<file path="src/rtl/bpred_btb.sv">
// Direct-mapped branch target buffer with 2-bit saturating counters.
// The fetch lookup is combinational from registered state. Resolved
// control-flow instructions from EX update at most one entry per cycle.
// A saturating counter records how many predictions turned out wrong.
module bpred_btb #(
   parameter int XLEN    = 32,
   parameter int ENTRIES = 16
) (
   input  logic            clk,
   input  logic            rst,
   input  logic            f_valid,
   input  logic [XLEN-1:0] f_pc,
   output logic            p_hit,
   output logic            p_taken,
   output logic [XLEN-1:0] p_target,
   input  logic            u_valid,
   input  logic [XLEN-1:0] u_pc,
   input  logic            u_is_branch,
   input  logic            u_is_jump,
   input  logic            u_taken,
   input  logic [XLEN-1:0] u_target,
   input  logic            u_pred_taken,
   input  logic [XLEN-1:0] u_pred_target,
   output logic            u_mispredict,
   input  logic            flush_all,
   output logic [15:0]     mispred_cnt
);

   localparam int IDX_W = $clog2(ENTRIES);
   localparam int TAG_W = XLEN - 2 - IDX_W;
   localparam logic [XLEN-1:0] PC_INC = XLEN'(4);

   // Table state
   logic             valid_q  [ENTRIES];
   logic [TAG_W-1:0] tag_q    [ENTRIES];
   logic [XLEN-1:0]  target_q [ENTRIES];
   logic [1:0]       ctr_q    [ENTRIES];
   logic             jmp_q    [ENTRIES];

   logic             valid_d  [ENTRIES];
   logic [TAG_W-1:0] tag_d    [ENTRIES];
   logic [XLEN-1:0]  target_d [ENTRIES];
   logic [1:0]       ctr_d    [ENTRIES];
   logic             jmp_d    [ENTRIES];

   logic [15:0]      mispred_cnt_q;
   logic [15:0]      mispred_cnt_d;

   // Address split; the low two PC bits never take part in indexing or tags
   logic [IDX_W-1:0] f_idx;
   logic [TAG_W-1:0] f_tag;
   logic [IDX_W-1:0] u_idx;
   logic [TAG_W-1:0] u_tag;
   logic             unused_pc_lsbs;

   assign f_idx          = f_pc[IDX_W+1:2];
   assign f_tag          = f_pc[XLEN-1:IDX_W+2];
   assign u_idx          = u_pc[IDX_W+1:2];
   assign u_tag          = u_pc[XLEN-1:IDX_W+2];
   assign unused_pc_lsbs = ^{f_pc[1:0], u_pc[1:0]};

   // Single write port contents
   logic             upd_en;
   logic             upd_hit;
   logic             wr_en;
   logic [TAG_W-1:0] wr_tag;
   logic [XLEN-1:0]  wr_target;
   logic [1:0]       wr_ctr;
   logic             wr_jmp;

   // Lookup: reads registered state only, so a same-cycle update is not visible
   always_comb begin
      p_hit    = f_valid & valid_q[f_idx] & (tag_q[f_idx] == f_tag);
      p_taken  = p_hit & (jmp_q[f_idx] | ctr_q[f_idx][1]);
      p_target = p_taken ? target_q[f_idx] : (f_pc + PC_INC);
   end

   // Mispredict detection; a wrong target only matters when the branch was taken
   always_comb begin
      u_mispredict = u_valid & ((u_pred_taken != u_taken) |
                                (u_taken & (u_pred_target != u_target)));
   end

   // Decide what, if anything, the single write port stores this cycle.
   // Jump wins when both type flags are set.
   always_comb begin
      upd_en    = u_valid & (u_is_branch | u_is_jump);
      upd_hit   = valid_q[u_idx] & (tag_q[u_idx] == u_tag);
      wr_en     = 1'b0;
      wr_tag    = tag_q[u_idx];
      wr_target = target_q[u_idx];
      wr_ctr    = ctr_q[u_idx];
      wr_jmp    = jmp_q[u_idx];
      if (upd_en) begin
         if (upd_hit) begin
            wr_en = 1'b1;
            if (u_is_jump) begin
               wr_ctr    = 2'b11;
               wr_jmp    = 1'b1;
               wr_target = u_target;
            end else begin
               if (u_taken) begin
                  wr_ctr    = (ctr_q[u_idx] == 2'b11) ? 2'b11 : ctr_q[u_idx] + 2'd1;
                  wr_target = u_target;
               end else begin
                  wr_ctr = (ctr_q[u_idx] == 2'b00) ? 2'b00 : ctr_q[u_idx] - 2'd1;
               end
            end
         end else if (u_taken) begin
            // Allocate (or evict whatever lives at this index)
            wr_en     = 1'b1;
            wr_tag    = u_tag;
            wr_target = u_target;
            wr_jmp    = u_is_jump;
            wr_ctr    = u_is_jump ? 2'b11 : 2'b10;
         end
      end
   end

   // Next table state: a flush invalidates everything and drops the update
   always_comb begin
      for (int i = 0; i < ENTRIES; i++) begin
         valid_d[i]  = flush_all ? 1'b0 : valid_q[i];
         tag_d[i]    = tag_q[i];
         target_d[i] = target_q[i];
         ctr_d[i]    = ctr_q[i];
         jmp_d[i]    = jmp_q[i];
      end
      if (wr_en && !flush_all) begin
         valid_d[u_idx]  = 1'b1;
         tag_d[u_idx]    = wr_tag;
         target_d[u_idx] = wr_target;
         ctr_d[u_idx]    = wr_ctr;
         jmp_d[u_idx]    = wr_jmp;
      end
   end

   // Mispredict counter saturates at all ones; flushed updates still count
   always_comb begin
      mispred_cnt_d = mispred_cnt_q;
      if (u_mispredict && (mispred_cnt_q != 16'hFFFF)) begin
         mispred_cnt_d = mispred_cnt_q + 16'd1;
      end
   end

   assign mispred_cnt = mispred_cnt_q;

   // Table registers; reset returns every entry to an invalid, weakly-not-taken state
   always_ff @(posedge clk or posedge rst) begin
      if (rst) begin
         for (int i = 0; i < ENTRIES; i++) begin
            valid_q[i]  <= 1'b0;
            tag_q[i]    <= '0;
            target_q[i] <= '0;
            ctr_q[i]    <= 2'b01;
            jmp_q[i]    <= 1'b0;
         end
      end else begin
         for (int i = 0; i < ENTRIES; i++) begin
            valid_q[i]  <= valid_d[i];
            tag_q[i]    <= tag_d[i];
            target_q[i] <= target_d[i];
            ctr_q[i]    <= ctr_d[i];
            jmp_q[i]    <= jmp_d[i];
         end
      end
   end

   // Mispredict counter register
   always_ff @(posedge clk or posedge rst) begin
      if (rst) begin
         mispred_cnt_q <= 16'd0;
      end else begin
         mispred_cnt_q <= mispred_cnt_d;
      end
   end

endmodule

</file>
<file path="config.mk">
export PLATFORM = sky130hd
export DESIGN_NAME = bpred_btb
export DESIGN_NICKNAME = d
export VERILOG_FILES = /design/src/rtl/bpred_btb.sv
export SDC_FILE = /design/constraint.sdc
export NUM_CORES = 2
export LEC_CHECK = 0
export ABC_AREA = 1
export CORE_MARGIN = 2
export CORE_UTILIZATION = 49
export CTS_CLUSTER_DIAMETER = 100
export DETAILED_ROUTE_END_ITERATION = 8
export PLACE_DENSITY = 0.71
export SLEW_MARGIN = 20
export SYNTH_ARGS = -nofsm -noshare
export SYNTH_HDL_FRONTEND = slang
export SYNTH_SLANG_ARGS = --single-unit
</file>
<file path="constraint.sdc">
create_clock -name clk -period 38.9 [get_ports clk]
set_clock_uncertainty 0.15 [all_clocks]
set_input_delay 7.78 -clock clk [delete_from_list [all_inputs] [get_ports clk]]
set_output_delay 7.78 -clock clk [all_outputs]
set_load 0.01 [all_outputs]
</file>
# Word-level counts from Yosys, hierarchy flattened
# Index checks and enable logic that the tools add are counted.
[totals] ff_bits=1008 inputBits=137 out_inout_bits=51 elab_cells=194
[op_classes] addsub=4 n_lt_le_gt_ge=3 eq_ne=6 mux=82 bitwise=13 n_reduce_logical=5
[op_table] cell="$bwmux 512" n=1
[op_table] cell="$bwmux 416" n=1
[op_table] cell="$mux 32" n=10
[op_table] cell="$bmux 32 s4" n=2
[op_table] cell="$bmux 26 s4" n=2
[op_table] cell="$mux 26" n=8
[op_table] cell="$demux 32 s4" n=1
[op_table] cell="$demux 26 s4" n=1
[op_table] cell="$eq 26x26->1" n=2
[op_table] cell="$mux 1" n=33
[op_table] cell="$add 32x3->32 const B" n=1
[op_table] cell="$bwmux 32" n=1
[op_table] cell="$ne 32x32->1" n=1
[op_table] cell="$mux 2" n=12
[op_table] cell="$add 16x1->16 const B" n=1
[op_table] cell="$bmux 1 s4" n=4
[op_table] cell="$bmux 2 s4" n=2
[op_table] cell="$bwmux 16" n=1
[op_table] cell="$mux 16" n=1
[op_table] cell="$ne 16x16->1 const B" n=1
[op_table] cell="$or 16x16->16" n=1
[op_table] cell="$ge 5x5->1 const B" n=2
[op_table] cell="$not 4->5" n=2
[op_table] cell="$demux 2 s4" n=1
[op_table] cell="11 further kinds" n=21

# Logic depth before layout (Yosys ltp)
[logic_depth] ltp_word=11 mapped_depth=27 mapped_depth_nobuf=21

# Least setup slack after synthesis
# Ideal clock, no wire load.
[synth_timing] path_kind="input -> output" start="input f_pc[2]" end="output p_target[0]" arrival_ps=10269 t_required_ps=30970 slack_ps=20701 path_stages=17 path_buffers=5 cell_sequence="buf_2 -> clkbuf_1 -> buf_2 -> buf_2 -> nand2_1 -> o211ai_1 -> nand3_1 -> nand3_1 -> nand2_1 -> nand2_1 -> nand4_1 -> nor3_1 -> nand2_1 -> nor2_1 -> nand2_1 -> clkbuf_1 -> o21ai_0"
[synth_via] elab_chain_len=8 elab_cells_between_ends=22 classes_between="eq/ne: 1; mux: 16; bitwise: 5"
[synth_lines] item="start, declared" line="12" source="input logic [XLEN-1:0] f_pc,"
[synth_lines] item="$not 4->5 (not written as such) (*)" line="73, 74, 75"
[synth_lines] item="$bmux 26 s4 or $bmux 1 s4 (tied branches)" line="73" source="p_hit = f_valid & valid_q[f_idx] & (tag_q[f_idx] == f_tag);"
[synth_lines] item="$mux 26 (not written as such) or $mux 1 (tied branches) (2 in a row)" line="73"
[synth_lines] item="$eq 26x26->1 or $and 1x1->1 (tied branches)" line="73"
[synth_lines] item="$and 1x1->1" line="73"
[synth_lines] item="$and 1x1->1" line="74" source="p_taken = p_hit & (jmp_q[f_idx] | ctr_q[f_idx][1]);"
[synth_lines] item="$mux 32 (*)" line="75" source="p_target = p_taken ? target_q[f_idx] : (f_pc + PC_INC);"
[synth_lines] item="end, declared" line="15" source="output logic [XLEN-1:0] p_target,"
# Every way passes the cells marked *; elsewhere a longest branch is shown, timed or not. The select of a mux whose other input is x is not followed.

# Worst setup path in the final report
[layout_timing] start="input f_pc[3]" end="output p_target[31]"
[layout_via] elab_chain_len=8 elab_cells_between_ends=23 classes_between="add/sub: 1; eq/ne: 1; mux: 16; bitwise: 5"
[layout_lines] item="$not 4->5 (not written as such)" line="73, 74, 75"
[layout_lines] item="$bmux 26 s4 or $bmux 1 s4 (tied branches)" line="73"
[layout_lines] item="$mux 26 (not written as such) or $mux 1 (tied branches) (2 in a row)" line="73"
[layout_lines] item="$eq 26x26->1 or $and 1x1->1 (tied branches)" line="73"
[layout_lines] item="$and 1x1->1" line="73"
[layout_lines] item="$and 1x1->1" line="74"
[layout_lines] item="$mux 32 (*)" line="75"
# Marks and branches as above.

==> reports/qor.txt <==
CTS Hold Bufs - 0
Core Box Area - 120,100 um2
GPL Wtd Cong - 0.9322
# IOs - 188
DRT Wirelength - 253,600 um
Outcome - finished, final reports clean
HP Class - register to register
First-pass GRT wire length - 374,600 um
Clock Pin Slew Worst Setup and Hold Paths - 0.06 ns
Num CTS Buffers - 112
# port buffers - 185
Vias in the first global route - 58,680
Worst setup margin - 16.85 ns
DIE AREA - 124,200 um2
Worst R2R Setup Slack - 33.51 ns
Largest net degree at the start of global routing - 175
Fill cells - 11,440
DRC violations left - 0
Syn_area_per_cell - 6.807 um2
Asr flop ratio synth - 1.000
Post-synth EDFFs - 0
Finished Layout Cells - 10,230
Final hold vios - 0
Worst EP arrival - 14.12 ns
Leakage - 33.12 nW
Top_reg_cell synth - dfrtp_1
Yosys warning total - 0
Final global-route overflow total - 0
Clock tree buffer depth - 3
Commonest non-fill, non-tap cell in the layout - nand2_1
Seq cells post-synth - 1,008
Most frequent cells in the layout - 3,639 x nand2_1, 992 x dfrtp_1, 989 x o21ai_0
Synth cell types - 50
Clk root buf - clkbuf_16
Initial Utilization - 0.4952
Pre-CTS WS - 17.21 ns
Fin crit period - 22.05 ns
CP Class - input port to primary output
Register area share after synthesis - 0.4244
Initial antenna violation count - 18
Post-CTS Setup Bufs - 0
Die Ht - 352.4 um
Mean number of vias per cell - 6.188
Wire per inst - 24.79 um
Clk sinks - 1,008
DRT antenna net count - 0
Worst EP required - 30.97 ns
Synth-to-layout area growth - 10.85%
Placed Instances - 10,010
CP Max Fanout - 59
Peak VDD IR - 0.04251 mV
Pins Over Slew Limit - 0
Worst Tran Pin Value - 1.342 ns
CTS resizes - 0
Iter 0 DRT Violations - 10,450
CP startpoint kind - input port
Fmax - 45.34 MHz
Syn_nets - 8,878
Rel. slew slack - 0.1054
H-tree levels - 3
Mapped Cells - 8,739
Vias - 63,300
GRT Util Overall - 0.3973
Post-DP HPWL - 141,600 um
Layout cell share with drive strength beyond 1 - 0.05545
Nets - 8,649
CTS tree - yes
P per Cell Area - 43.27 nW/um2
Final core utilization - 0.5489
Die Wd - 352.4 um
RSZ-0062 raised after global routing - no
Final hold slack - 0.3166 ns
Row cnt - 127
Setup tns final - 0 ns
Crit share post-route - 0.5670
# Max-Cap Violations - 0
Crit path capture type - primary output
# setup viols final - 0
Clock Latency Late Sink - 0.75 ns
Drt first pass iters - 7
Post-Syn Area - 59,490 um2
metrics by stage:
step	total power, mW	instance area (um2)
after floorplan	1.540	59490
after global placement	1.702	61830
after detailed placement	1.716	61940
after CTS	2.835	65840
after global routing	2.957	65930
final	2.853	65940
sequential cells by signal, summed over array words and instances (netlist names):
signal / cells
ctr_q: 32
jmp_q: 16
mispred_cnt: 16
tag_q: 416
target_q: 512
valid_q: 16
Yosys cell counts (22+ instances only):
| library cell | n | area share |
|---|---|---|
| o22ai_1 | 101 | 0.011 |
| clkbuf_1 | 400 | 0.025 |
| or2_2 | 50 | 0.0053 |
| buf_2 | 175 | 0.015 |
| nand3_1 | 320 | 0.027 |
| buf_4 | 38 | 0.0048 |
| o21ai_1 | 22 | 0.0019 |
| nor3_1 | 33 | 0.0028 |
| o21ai_0 | 989 | 0.083 |
| xor2_1 | 41 | 0.0060 |
| o31ai_1 | 26 | 0.0033 |
| nor2_1 | 490 | 0.031 |
| o221ai_1 | 32 | 0.0047 |
| a21oi_1 | 313 | 0.026 |
| dfrtp_1 | 992 | 0.42 |
| a22oi_1 | 272 | 0.034 |
| nand4_1 | 65 | 0.0068 |
| buf_1 | 43 | 0.0027 |
| o211ai_1 | 38 | 0.0048 |
| nand2_1 | 3642 | 0.23 |
| inv_1 | 501 | 0.032 |
path summary, 6_finish.rpt:
check                           startpoint             to  depth (start not counted)
worst max-delay path               f_pc[3]   p_target[31]                         17
worst min-delay path             ctr_q[16]      ctr_q[16]                          2
worst max register to register  tag_q[210]     tag_q[298]                         19
worst min register to register   ctr_q[16]      ctr_q[16]                          2
max in group asynchronous              rst      tag_q[32]                          4
min in group asynchronous              rst  target_q[300]                          2
area by class of cell:
cell class,instances,area (um2),share of cell area
antenna,14,35.03,0.0005313
timing repair buffer,316,3004,0.04556
inverter,510,1947,0.02953
clock inverter,40,496.7,0.007533
clock buffer,167,3395,0.05148
tap,1612,2017,0.03059
multi-input combinational,6562,29800,0.4519
sequential,1008,25240,0.3828
critical path: stages:
cell             delay (ns)
buf_8                  0.29
buf_4                  0.61
buf_4                  0.74
buf_4                  0.77
o211ai_1               0.20
nand3_1                0.15
nand3_1                0.49
nand3_1                0.30
nand4_1                0.13
nor3_1                 0.29
nand2_1                0.09
nor2_1                 0.11
buf_4                  0.24
nand2_1                0.35
buf_4                  0.36
o21ai_0                0.42
clkdlybuf4s50_1        0.63
cells by family (layout without fill, tap and decap cells):
logic type | Yosys count | after routing | synth area share
flops | 1008 | 1008 | 0.4244
buf+inv | 1169 | 1033 | 0.08022
other cells | 0 | 14 | 0
simple gates | 4648 | 4648 | 0.3087
fa+ha+maj | 2 | 2 | 0.0004206
xor+xnor | 52 | 52 | 0.007656
compound gates | 1860 | 1860 | 0.1786
metal layers:
layer / part of all wire / wire length, um / global-route usage / vias up
met1: 0.36 / 91420 / 0.5036 / 29560
li1: - / - / - / 27870
met5: 0.00019 / 49 / 0 / -
met2: 0.42 / 105400 / 0.5803 / 4790
met3: 0.13 / 34210 / 0.1057 / 1070
met4: 0.089 / 22520 / 0.2994 / 8
report_power, final:
group	internal (mW)	leakage, nW	switching, mW
sequential	1.15	12.8	0.0651
clock	0.667	1.92	0.467
combinational	0.149	18.4	0.355
total	1.97	33.1	0.887
Power figures use the tool's default switching activity.
